==> config.mk <==
export PLATFORM = sky130hd
export DESIGN_NAME = vga_sync_gen
export DESIGN_NICKNAME = d
export VERILOG_FILES = /design/src/rtl/vga_sync_gen.sv
export SDC_FILE = /design/constraint.sdc
export NUM_CORES = 1
export LEC_CHECK = 0
export ABC_AREA = 1
export BUFFER_PORTS_ARGS = -buffer_cell sky130_fd_sc_hd__buf_2
export CAP_MARGIN = 20
export CORE_MARGIN = 3
export CORE_UTILIZATION = 45
export CTS_CLUSTER_SIZE = 20
export DETAILED_ROUTE_END_ITERATION = 6
export PLACE_DENSITY = 0.7
export SLEW_MARGIN = 30
export SYNTH_ARGS = -nofsm -noshare
export SYNTH_HDL_FRONTEND = slang
export SYNTH_SLANG_ARGS = --single-unit
export TNS_END_PERCENT = 5
==> constraint.sdc <==
create_clock -name i_Clk -period 2.36 [get_ports i_Clk]
set_clock_uncertainty 0.05 [all_clocks]
set_input_delay 0.354 -clock i_Clk [delete_from_list [all_inputs] [get_ports i_Clk]]
set_output_delay 0.354 -clock i_Clk [all_outputs]
set_load 0.05 [all_outputs]
==> src/rtl/vga_sync_gen.sv <==
// Free-running VGA raster timing: registered col/row, active-low syncs, active flag and frame-start pulse.
// Frame counter register is built only when VGA_FRAME_COUNT_EN is defined; otherwise o_Frame_Count is 0.
module vga_sync_gen #(
  parameter int TOTAL_COLS    = 800,
  parameter int TOTAL_ROWS    = 525,
  parameter int ACTIVE_COLS   = 640,
  parameter int ACTIVE_ROWS   = 480,
  parameter int H_FRONT_PORCH = 16,
  parameter int H_SYNC_WIDTH  = 96,
  parameter int V_FRONT_PORCH = 10,
  parameter int V_SYNC_WIDTH  = 2
) (
  input  logic        i_Clk,
  input  logic        i_Rst_L,
  input  logic        i_Pixel_En,
  output logic        o_HSync,
  output logic        o_VSync,
  output logic [9:0]  o_Col_Count,
  output logic [9:0]  o_Row_Count,
  output logic        o_Active,
  output logic        o_Frame_Start,
  output logic [15:0] o_Frame_Count
);

  if ((ACTIVE_COLS + H_FRONT_PORCH + H_SYNC_WIDTH > TOTAL_COLS) ||
      (ACTIVE_ROWS + V_FRONT_PORCH + V_SYNC_WIDTH > TOTAL_ROWS) ||
      (TOTAL_COLS > 1024) || (TOTAL_ROWS > 1024)) begin : g_bad_params
    $error("vga_sync_gen: inconsistent raster timing parameters");
  end

  // 11-bit bounds so a 1024-wide raster still compares correctly.
  localparam logic [9:0]  COL_LAST     = 10'(TOTAL_COLS - 1);
  localparam logic [9:0]  ROW_LAST     = 10'(TOTAL_ROWS - 1);
  localparam logic [10:0] H_ACT_END    = 11'(ACTIVE_COLS);
  localparam logic [10:0] V_ACT_END    = 11'(ACTIVE_ROWS);
  localparam logic [10:0] H_SYNC_START = 11'(ACTIVE_COLS + H_FRONT_PORCH);
  localparam logic [10:0] H_SYNC_END   = 11'(ACTIVE_COLS + H_FRONT_PORCH + H_SYNC_WIDTH);
  localparam logic [10:0] V_SYNC_START = 11'(ACTIVE_ROWS + V_FRONT_PORCH);
  localparam logic [10:0] V_SYNC_END   = 11'(ACTIVE_ROWS + V_FRONT_PORCH + V_SYNC_WIDTH);

  logic [9:0] col_q, col_d;
  logic [9:0] row_q, row_d;
  logic       hsync_q, hsync_d;
  logic       vsync_q, vsync_d;
  logic       active_q, active_d;
  logic       frame_start_q, frame_start_d;
  logic [10:0] col_x, row_x;

  always_comb begin
    col_d = col_q + 10'd1;
    row_d = row_q;
    if (col_q == COL_LAST) begin
      col_d = 10'd0;
      row_d = (row_q == ROW_LAST) ? 10'd0 : row_q + 10'd1;
    end
    col_x         = {1'b0, col_d};
    row_x         = {1'b0, row_d};
    hsync_d       = !((col_x >= H_SYNC_START) && (col_x < H_SYNC_END));
    vsync_d       = !((row_x >= V_SYNC_START) && (row_x < V_SYNC_END));
    active_d      = (col_x < H_ACT_END) && (row_x < V_ACT_END);
    frame_start_d = (col_d == 10'd0) && (row_d == 10'd0);
  end

  // Decode is done on the next position so every output matches the count it is registered with.
  always_ff @(posedge i_Clk) begin
    if (!i_Rst_L) begin
      col_q         <= COL_LAST;
      row_q         <= ROW_LAST;
      hsync_q       <= 1'b1;
      vsync_q       <= 1'b1;
      active_q      <= 1'b0;
      frame_start_q <= 1'b0;
    end else if (i_Pixel_En) begin
      col_q         <= col_d;
      row_q         <= row_d;
      hsync_q       <= hsync_d;
      vsync_q       <= vsync_d;
      active_q      <= active_d;
      frame_start_q <= frame_start_d;
    end else begin
      frame_start_q <= 1'b0;
    end
  end

`ifdef VGA_FRAME_COUNT_EN
  logic [15:0] frame_cnt_q;

  always_ff @(posedge i_Clk) begin
    if (!i_Rst_L) begin
      frame_cnt_q <= 16'd0;
    end else if (i_Pixel_En && frame_start_d) begin
      frame_cnt_q <= frame_cnt_q + 16'd1;
    end
  end

  assign o_Frame_Count = frame_cnt_q;
`else
  assign o_Frame_Count = 16'd0;
`endif

  assign o_HSync       = hsync_q;
  assign o_VSync       = vsync_q;
  assign o_Col_Count   = col_q;
  assign o_Row_Count   = row_q;
  assign o_Active      = active_q;
  assign o_Frame_Start = frame_start_q;

endmodule

==> reports/results.ini <==
[status]
status=finished clean

[die]
core_area_um2=3495
initial_core_util_pct=49.12
die_area_um2=4592
num_rows=21
die_w_um=67.77
boundaryPins=43
fp.dieH_um=67.77

[global_routing]
gr-total-overflow=0
antenna_found_initial=0
grt_max_degree=16
grt_use_total_pct=19.30
grt_pass1_wl_um=6762
grt_pass1_vias=1490

[route]
first_iter_violations=146
post_drt_wl_per_cell_um=12.04
viasPerCell=5.072
dr.pass1.iters=4
drt-total-wl_um=4166
drc=0
vias=1755
drtAntennaViolNets=0

[min_path]
min_delay_path_depth=3
hp-start=i_Pixel_En
hp-class=in2reg

[cts]
htreeDepth=1
cts_buffers=3
cts_resized=0
clkTransAtPathRegs_ps=90
cts_root_buffer=clkbuf_8
holdBufCountCts=0
cts.sinks=24
cts_buffer_depth=2
cts_tree=built
cts_setup_buffers=0
clk_latency_ps=270

[synth]
synth_cell_type_count=27
syn_inst=274
synth-seq-cells=24
synth_top_cell_by_area=dfxtp_1
yosysWarnings=0
seq_area_frac_synth_pct=27.99
synth.cell_area_um2=1717
synthTopCellsByArea=dfxtp_1 (28%), nand2_1 (17%), inv_1 (8.7%)
avgSynthCellArea_um2=6.265
synth_top_cell_area_share_pct=27.99

[power_and_ir_drop]
p_clk_share_pct=19.4
powerDensity_nw_per_um2=792.5
seq_power_share_pct=33.2
p_sw_uw=715.9
p_int_uw=771.5
swShare_pct=48.13
combPwrFrac_pct=47.5
power.leakage_uw=0.0009809
vdd_ir_drop_max_v=0.0007018

[worst_setup_path]
timing.critical_path.to_type=flip-flop
startpoint_type=flip-flop
crit_path_end=o_Frame_Start
critPathLaunch=o_Col_Count[0]
r2r.worst_path.cells=13
slowest_delay_ps=400
cp_slowest_cell=dfxtp_1
r2r_setup_slack_ps=360
critPathRequiredTime_ps=2530
path_cells=ha_1 -> nand2_2 -> nor2_8 -> inv_4 -> nor2_8 -> inv_2 -> nand2_1 -> nand2_1 -> inv_1 -> nand2_1 -> nor2_1 -> nand3_1 -> nor2_1
crit-reg2reg-launch=o_Col_Count[0]
crit_arrival_ps=2170
cp_max_fo=13
path_common_cell=nand2_1
critical_path_class=reg2reg
worstReg2RegEnd=o_Frame_Start

[placed_design]
io_buffer_count=26
place_area_um2=1822
dp_slack_ps=388.2
gp_congestion=0.9314
place_inst=342
dp_hpwl_um=3219

[sta]
post-route-period-util_pct=84.74
max_freq_mhz=500.0
timing.final.max_slew_violations=0
hold_violations=0
tns_ps=0
setup_viol=0
rsz0062_at_grt=no
fin_ws_ps=360.0
fin_crit_ps=2000

[finish]
diodes=0
final_cells=346
fin_area_um2=1877
drive_gt1_share_pct=14.33
n_fill_cell=361
syn_to_final_growth_pct=9.329
nets=307

[job]
max-cap-violations=0

[layout make-up]
class                           count  area (um2)  share of cell area (%)
Inverter                           42       160.2                   8.533
Tap cell                           46       57.56                   3.067
Sequential cell                    24       480.5                   25.60
Multi-Input combinational cell    202       978.4                   52.13
Clock buffer                        4       55.05                   2.933
Timing Repair Buffer               28       145.1                   7.733
[power groups by stage]
stage | clock [uW] | combinational, uW | sequential [uW]
2_1_floorplan | 0 | 486 | 623
3_3_place_gp | 0 | 698 | 502
3_5_place_dp | 0 | 700 | 502
4_1_cts | 291 | 701 | 493
5_1_grt | 305 | 773 | 502
6_report | 288 | 706 | 493
[synthesized netlist by cell type, drive strengths merged]
cell type  instances
o22ai              8
dfxtp             24
buf               18
nor3               3
nand3             27
o21a               1
nor2              31
o21ai             14
inv               42
xor2               1
o22a               1
ha                 3
o31ai              1
clkbuf             3
conb               1
nand4              9
a22oi              4
nand2             80
a21oi              3
[logic make-up after synthesis]
logic type               after synthesis  share of synthesized area, %
XOR/XNOR                               1                        0.5103
AO/OA/AOI/OAI                         32                         11.01
buffers and inverters                 63                         18.29
AND/OR/NAND/NOR                      150                         39.80
other                                  1                        0.2184
flip-flops                            24                         27.99
adder cells (fa/ha/maj)                3                         2.187
[flip-flops by register name (all words and copies together) (netlist names)]
signal / count
o_Col_Count: 10
o_Row_Count: 10
o_Active: 1
o_Frame_Start: 1
o_HSync: 1
o_VSync: 1
[critical path: cells and delay by family, from the launching register on]
family        cells  cell delay [ps]
buf+inv           3              320
fa+ha+maj         1              200
flops             1              400
simple gates      9              970
[metrics by stage]
| stage | power, uW | utilization, % | hold slack (ps) |
|---|---|---|---|
| global route | 1579 | 53.71 | 313.3 |
| global placement | 1201 | 52.13 | 390.5 |
| finish | 1487 | 53.71 | 286.0 |
| CTS | 1485 | 53.71 | 281.7 |
| floorplan | 1109 | - | 407.1 |
| detailed placement | 1202 | 52.13 | 384.5 |
[layout by cell type, fill, tap and decap left out, drive strengths merged, types with 4 or more instances in the layout]
| cell type | count |
|---|---|
| buf | 28 |
| nand2 | 80 |
| dfxtp | 24 |
| a22oi | 4 |
| nor2 | 31 |
| o21ai | 14 |
| conb | 16 |
| inv | 42 |
| nand4 | 9 |
| clkbuf | 4 |
| nand3 | 27 |
| o22ai | 8 |
[layer usage]
layer | up-vias | GRT usage [%] | share of wire [%]
met5 | - | 0 | 0
met2 | 70 | 29.65 | 44
met1 | 779 | 27.22 | 47
li1 | 898 | - | -
met4 | 0 | 5.823 | 1.3
met3 | 8 | 3.494 | 7.4
[how the worst min path moves through the flow]
| stage | endpoint | slack [ps] |
|---|---|---|
| 2_1_floorplan | o_HSync | 410 |
| 3_3_place_gp | o_Active | 390 |
| 3_5_place_dp | o_Active | 380 |
| 4_1_cts | o_HSync | 280 |
| 5_1_grt | o_HSync | 310 |
| 6_report | o_VSync | 290 |
Power figures use the tool's default switching activity.
